### config.mk
export PLATFORM = sky130hd
export DESIGN_NAME = gate_vector_sequencer
export DESIGN_NICKNAME = d
export VERILOG_FILES = /design/src/rtl/gate_seq_pkg.sv /design/src/rtl/gate_golden_model.sv /design/src/rtl/gate_vector_sequencer.sv
export SDC_FILE = /design/constraint.sdc
export NUM_CORES = 1
export LEC_CHECK = 0
export ABC_AREA = 1
export CAP_MARGIN = 40
export CORE_ASPECT_RATIO = 2
export CORE_MARGIN = 2
export CORE_UTILIZATION = 30
export CTS_CLUSTER_SIZE = 28
export DETAILED_ROUTE_END_ITERATION = 10
export GPL_TIMING_DRIVEN = 0
export PLACE_DENSITY_LB_ADDON = 0.12
export SLEW_MARGIN = 20
export SYNTH_ARGS = -nofsm -noshare
export SYNTH_HDL_FRONTEND = slang
export SYNTH_SLANG_ARGS = --single-unit
### constraint.sdc
create_clock -name clk -period 5.2 [get_ports clk]
set_input_delay 1.56 -clock clk [delete_from_list [all_inputs] [get_ports clk]]
set_output_delay 1.56 -clock clk [all_outputs]
set_load 0.005 [all_outputs]
### src/rtl/gate_seq_pkg.sv
// Shared definitions for the gate vector sequencer.
//   state_t     : sequencer FSM states
//   G_*         : bit positions of each gate result inside gate_in
//   EXP_TABLE   : expected gate_in for each operand vector (index = {A,B})
//   exp_vec()   : table lookup helper
package gate_seq_pkg;

    typedef enum logic [1:0] {
        IDLE  = 2'd0,
        DRIVE = 2'd1,
        CHECK = 2'd2,
        DONE  = 2'd3
    } state_t;

    localparam int G_AND   = 0;
    localparam int G_OR    = 1;
    localparam int G_NOT_A = 2;
    localparam int G_NOT_B = 3;
    localparam int G_NOR   = 4;
    localparam int G_NAND  = 5;
    localparam int G_XOR   = 6;
    localparam int G_XNOR  = 7;

    localparam int NUM_VECS = 4;

    // Entry [v] is the expected gate_in when A=v[1], B=v[0].
    localparam logic [NUM_VECS-1:0][7:0] EXP_TABLE = {8'h83, 8'h6A, 8'h66, 8'hBC};

    function automatic logic [7:0] exp_vec(input logic [1:0] v);
        return EXP_TABLE[v];
    endfunction

endpackage

### src/rtl/gate_golden_model.sv
// Combinational reference gate block.
//   a, b     : gate operands
//   expected : 8-bit gate results in gate_in bit order
module gate_golden_model
    import gate_seq_pkg::*;
(
    input  logic       a,
    input  logic       b,
    output logic [7:0] expected
);

    always_comb begin
        expected          = '0;
        expected[G_AND]   = a & b;
        expected[G_OR]    = a | b;
        expected[G_NOT_A] = ~a;
        expected[G_NOT_B] = ~b;
        expected[G_NOR]   = ~(a | b);
        expected[G_NAND]  = ~(a & b);
        expected[G_XOR]   = a ^ b;
        expected[G_XNOR]  = ~(a ^ b);
    end

endmodule

### src/rtl/gate_vector_sequencer.sv
// Drives the four 2-bit operand vectors into an external gate block, holds
// each for a programmable number of cycles, then compares the returned
// gate results against a golden model and accumulates error status.
//   clk, rst    : clock, synchronous active-high reset
//   start       : run request (accepted in IDLE only)
//   hold_cycles : drive cycles per vector, 0 treated as 1, latched at start
//   gate_in     : gate results from the block under test
//   A, B        : registered operands
//   busy        : high in DRIVE and CHECK
//   done        : one-cycle pulse in DONE
//   pass        : last completed run had no failing vectors
//   err_cnt     : failing vectors in the last/current run
//   err_mask    : OR of mismatch bits across the run
module gate_vector_sequencer
    import gate_seq_pkg::*;
(
    input  logic       clk,
    input  logic       rst,
    input  logic       start,
    input  logic [7:0] hold_cycles,
    input  logic [7:0] gate_in,
    output logic       A,
    output logic       B,
    output logic       busy,
    output logic       done,
    output logic       pass,
    output logic [2:0] err_cnt,
    output logic [7:0] err_mask
);

    state_t     state, state_next;
    logic [1:0] vec, vec_next;
    logic [7:0] hold_lat, hold_cnt;
    logic [7:0] expected, mismatch;
    logic [2:0] err_cnt_upd;
    logic [7:0] hold_eff;
    logic       a_d, b_d, busy_d, done_d;

    // Golden model follows the vector register, so the compare in CHECK
    // sees the same operands currently presented on A/B.
    gate_golden_model u_golden (
        .a        (vec[1]),
        .b        (vec[0]),
        .expected (expected)
    );

    assign hold_eff    = (hold_cycles == 8'd0) ? 8'd1 : hold_cycles;
    assign mismatch    = gate_in ^ expected;
    assign err_cnt_upd = err_cnt + {2'b00, |mismatch};

    // State register plus datapath registers
    always_ff @(posedge clk) begin
        if (rst) begin
            state    <= IDLE;
            vec      <= '0;
            hold_lat <= '0;
            hold_cnt <= '0;
            err_cnt  <= '0;
            err_mask <= '0;
            pass     <= 1'b0;
            A        <= 1'b0;
            B        <= 1'b0;
            busy     <= 1'b0;
            done     <= 1'b0;
        end else begin
            state <= state_next;
            vec   <= vec_next;
            A     <= a_d;
            B     <= b_d;
            busy  <= busy_d;
            done  <= done_d;
            case (state)
                IDLE: begin
                    if (start) begin
                        hold_lat <= hold_eff;
                        hold_cnt <= hold_eff;
                        err_cnt  <= '0;
                        err_mask <= '0;
                        pass     <= 1'b0;
                    end
                end
                DRIVE: hold_cnt <= hold_cnt - 8'd1;
                CHECK: begin
                    err_mask <= err_mask | mismatch;
                    err_cnt  <= err_cnt_upd;
                    if (vec == 2'd3) pass <= (err_cnt_upd == 3'd0);
                    else             hold_cnt <= hold_lat;
                end
                default: ;
            endcase
        end
    end

    // Next-state logic
    always_comb begin
        state_next = state;
        vec_next   = vec;
        case (state)
            IDLE: begin
                if (start) begin
                    state_next = DRIVE;
                    vec_next   = 2'd0;
                end
            end
            // hold_cnt holds the drive cycles remaining including this one
            DRIVE: if (hold_cnt <= 8'd1) state_next = CHECK;
            CHECK: begin
                if (vec == 2'd3) begin
                    state_next = DONE;
                end else begin
                    state_next = DRIVE;
                    vec_next   = vec + 2'd1;
                end
            end
            DONE:    state_next = IDLE;
            default: state_next = IDLE;
        endcase
    end

    // Output decode from the next state so every output comes from a flop
    always_comb begin
        a_d    = 1'b0;
        b_d    = 1'b0;
        busy_d = 1'b0;
        done_d = 1'b0;
        case (state_next)
            DRIVE, CHECK: begin
                a_d    = vec_next[1];
                b_d    = vec_next[0];
                busy_d = 1'b1;
            end
            DONE:    done_d = 1'b1;
            default: ;
        endcase
    end

endmodule

==> summary.txt, run 1 <==
Die
  • # rows: 40
  • Die footprint: about 0.007 mm2
  • Die height: about 120 um
  • Die width: around 60 um
  • Core area: 0.006056 mm2
  • Top Ports: 35
  • Initial Util: between 30% and 40%

Yosys
  • Top cells by area, synth: dfxtp_1 38%, a21oi_1 9.8%, nor2_1 8.9%, nand2_1 8.5%, ha_1 7.9%
  • Yosys top cell area share: a little under two fifths
  • Cells after synthesis: between 200 and 300
  • Syn nets: ~300
  • Number of distinct library cells after synthesis: 25
  • Primary FF master, synth: dfxtp_1
  • Register area share after synthesis: 38.15%
  • FF+latch count, synth: 36
  • Fraction of registers with async set/reset: 0%
  • Synth Cell Area: 0.001889 mm2
  • Post-synth EDFFs: 0
  • Syn avg cell area: 7.129 um2
  • Post-synth top area cell: dfxtp_1
  • Synth cell count leaders: 45 x nor2_1, 43 x nand2_1, 37 x a21oi_1, 36 x dfxtp_1, 24 x inv_1
  • Synthesis Warnings: 0
  • Most frequent cell after synthesis: nor2_1

Power and ir drop
  • Sequential power share: between 40% and 50%
  • Maximum vdd ir drop: roughly 0.20 mV
  • Leak pwr: 1.053 nW
  • Sw Pwr: around 0.22 mW
  • Power Density: roughly 310 mW/mm2
  • Pint: 0.5517 mW
  • Clk pwr share: 39.6%
  • Combinational Power Share: around a fifth
  • Net Sw Frac: between 20% and 30%

Global route
  • Total GRT Usage: between 15 and 20%
  • Number of global-route vias before repair: 1774
  • Initial antenna violation count: 0
  • Largest net degree at the start of global routing: 11
  • First-pass GRT wire length: 8259 um
  • GRT overflow: 0

Timing
  • Hold slack final: around 0.47 ns
  • Tcrit/Tclk final: roughly 63%
  • TNS Setup: 0 ns
  • RSZ-0062 raised after global routing: false
  • Worst Skew: ~0.0036 ns
  • Max frequency: around 300 MHz
  • Hold Fails Final Rpt: 0
  • Worst Max-Slew Pin Slew: 0.6250 ns
  • Final setup margin: approximately 1.9 ns
  • Fin. max-slew vios: 0
  • Rel. slew slack: about three fifths
  • Endpoints failing setup: 0
  • Final worst path period need: ~3.3 ns

Route
  • Via density: 4.567
  • Drt pass-1 iters: 4
  • DR WL/cell: around 13 um
  • Post-route ant nets: 0
  • Final WL: ~5000 um
  • Via count: roughly 1800
  • Drt drc: 0
  • Initial DRC Count: 48

Clocking
  • H-tree Lvls: 2
  • Clock Sinks: 36
  • CTS Buffer Depth: 2
  • Num CTS Buffers: 5
  • Clock root cell: clkbuf_16
  • CTS tree: built
  • Clock-pin slew on the worst setup and hold paths: 0.05 ns
  • Worst-skew pair later-pin latency: about 0.28 ns
  • Post-CTS Setup Repair Bufs: 0
  • Hold buffer count at CTS: 0
  • Resized Gates After CTS: 0

Placed design
  • Placer congestion estimate: roughly 0.85
  • Placed Area: between 0.002 and 0.0025 mm2
  • Post-DP HPWL: 4045 um
  • Setup slack after placement: 1.577 ns
  • IO buf count: 33

Run status
  • Outcome: complete, no violations

Layout
  • Nets: around 340
  • N_diodes: 0
  • Final Instance Area: about 0.0025 mm2
  • P&R area growth vs syn: 30.79%
  • Share of cells above drive strength 1: 7.516%

Worst setup path
  • Slowest CP cell: clkdlybuf4s50_1
  • Critical path data arrival time: 3.49 ns
  • Kind of critical path: primary input to register
  • Startpoint types: primary input
  • Worst setup EP type: register
  • CP bufs+invs: 1
  • Slowest stage delay, CP: around 0.41 ns
  • Worst Path Required: between 5 and 6 ns
  • Largest fanout on the critical path: 2
  • Crit-path leading delay family: simple AND/OR/NAND/NOR gates
  • Critical-path cell list: clkdlybuf4s50_1 -> xnor2_1 -> nor4_1 -> nand2_1 -> ha_1 -> ha_1 -> nor3_1 -> nand2_1 -> a21oi_1

Min path
  • Hold Crit Class: register to register

Run
  • Max-cap viol count: 0
## final timing paths
kind	from	endpoint	slack, ns	cells past startpoint
setup / recovery	gate_in[1]	pass$_SDFFE_PP0P_	1.92	9
hold / removal	err_mask[7]$_SDFFE_PP0P_	err_mask[7]$_SDFFE_PP0P_	0.47	2
setup reg to reg	vec[1]$_SDFF_PP0_	pass$_SDFFE_PP0P_	2.76	10
hold reg to reg	err_mask[7]$_SDFFE_PP0P_	err_mask[7]$_SDFFE_PP0P_	0.47	2
## power groups by stage
stage	combinational (mW)	clock (mW)	sequential [mW]
after floorplan	0.101	0	0.313
after global placement	0.154	0	0.317
after detailed placement	0.156	0	0.317
after CTS	0.156	0.308	0.311
after global routing	0.177	0.319	0.314
final	0.154	0.305	0.311
## layout by cell type, fill, tap and decap left out, types with 4 or more instances in the layout
| master | instances |
|---|---|
| nor2_1 | 45 |
| nand2_1 | 43 |
| a21oi_1 | 37 |
| dfxtp_1 | 36 |
| clkdlybuf4s50_1 | 33 |
| inv_1 | 24 |
| o21ai_0 | 16 |
| nand3_1 | 14 |
| ha_1 | 12 |
| xnor2_1 | 5 |
| clkbuf_16 | 5 |
| buf_2 | 4 |
| inv_2 | 4 |
| xor2_1 | 4 |
| nor3_1 | 4 |
## through the flow
step | util [%] | power [mW] | cells
finish | 40.81 | 0.7695 | 390
global route | 40.81 | 0.8086 | 390
detailed placement | 38.39 | 0.4722 | 382
CTS | 40.81 | 0.7753 | 390
global placement | 38.39 | 0.4711 | 382
floorplan | - | 0.4137 | 265
## layer usage
| layer | wire length, um | track usage [%] | up-vias |
|---|---|---|---|
| met2 | 2984 | 30.87 | 40 |
| met4 | 127 | 7.704 | 0 |
| met1 | 1829 | 15.41 | 801 |
| met5 | 0 | 0 | - |
| li1 | - | - | 933 |
| met3 | 179 | 2.879 | 7 |
## state kept, by name, indices dropped and copies added, names as in the netlist
name	cells
err_cnt	3
err_mask	8
vec	2
done	1
hold_lat	8
busy	1
A	1
state	2
B	1
hold_cnt	8
pass	1
## cells by family after synthesis
family / synth area share (%)
AO/OA/AOI/OAI: 15.96
XOR/XNOR: 4.172
adder cells (fa/ha/maj): 7.947
buffers and inverters: 9.205
flip-flops: 38.15
AND/OR/NAND/NOR: 24.57
## tightest hold or removal path: cells and delay by family (launching register included)
kind / cells / cell delay, ns
AOI/OAI and AO/OA: 1 / 0.04
DFF: 1 / 0.32
and+or+nand+nor: 1 / 0.07
## cell type report
type | count | area [um2]
plain buffers | 10 | 68.82
repair buffers | 33 | 330.3
fillers | 672 | 3585
well taps | 84 | 105.1
inverters | 28 | 105.1
multi-input cells | 191 | 994.7
flip-flops and latches | 36 | 720.7
clock buffers | 8 | 146.4
Note: power is estimated with default switching activity, not from simulation.
==> inputs of run 2 (changes only) <==
clock period = 3.1 ns   (was 5.2 ns; I/O delays follow)
==> results of run 2 <==
Same layout as run 1 (identical final DEF). Status: complete, no violations.
Among the figures that moved: setup slack after placement 1.577 ns -> 0.1074 ns; setup slack after layout 1.920 ns -> 0.4495 ns; register-to-register setup slack 2.76 ns -> 0.66 ns; total power 0.7695 mW -> 1.291 mW; worst IR drop on VDD 0.1980 mV -> 0.3321 mV
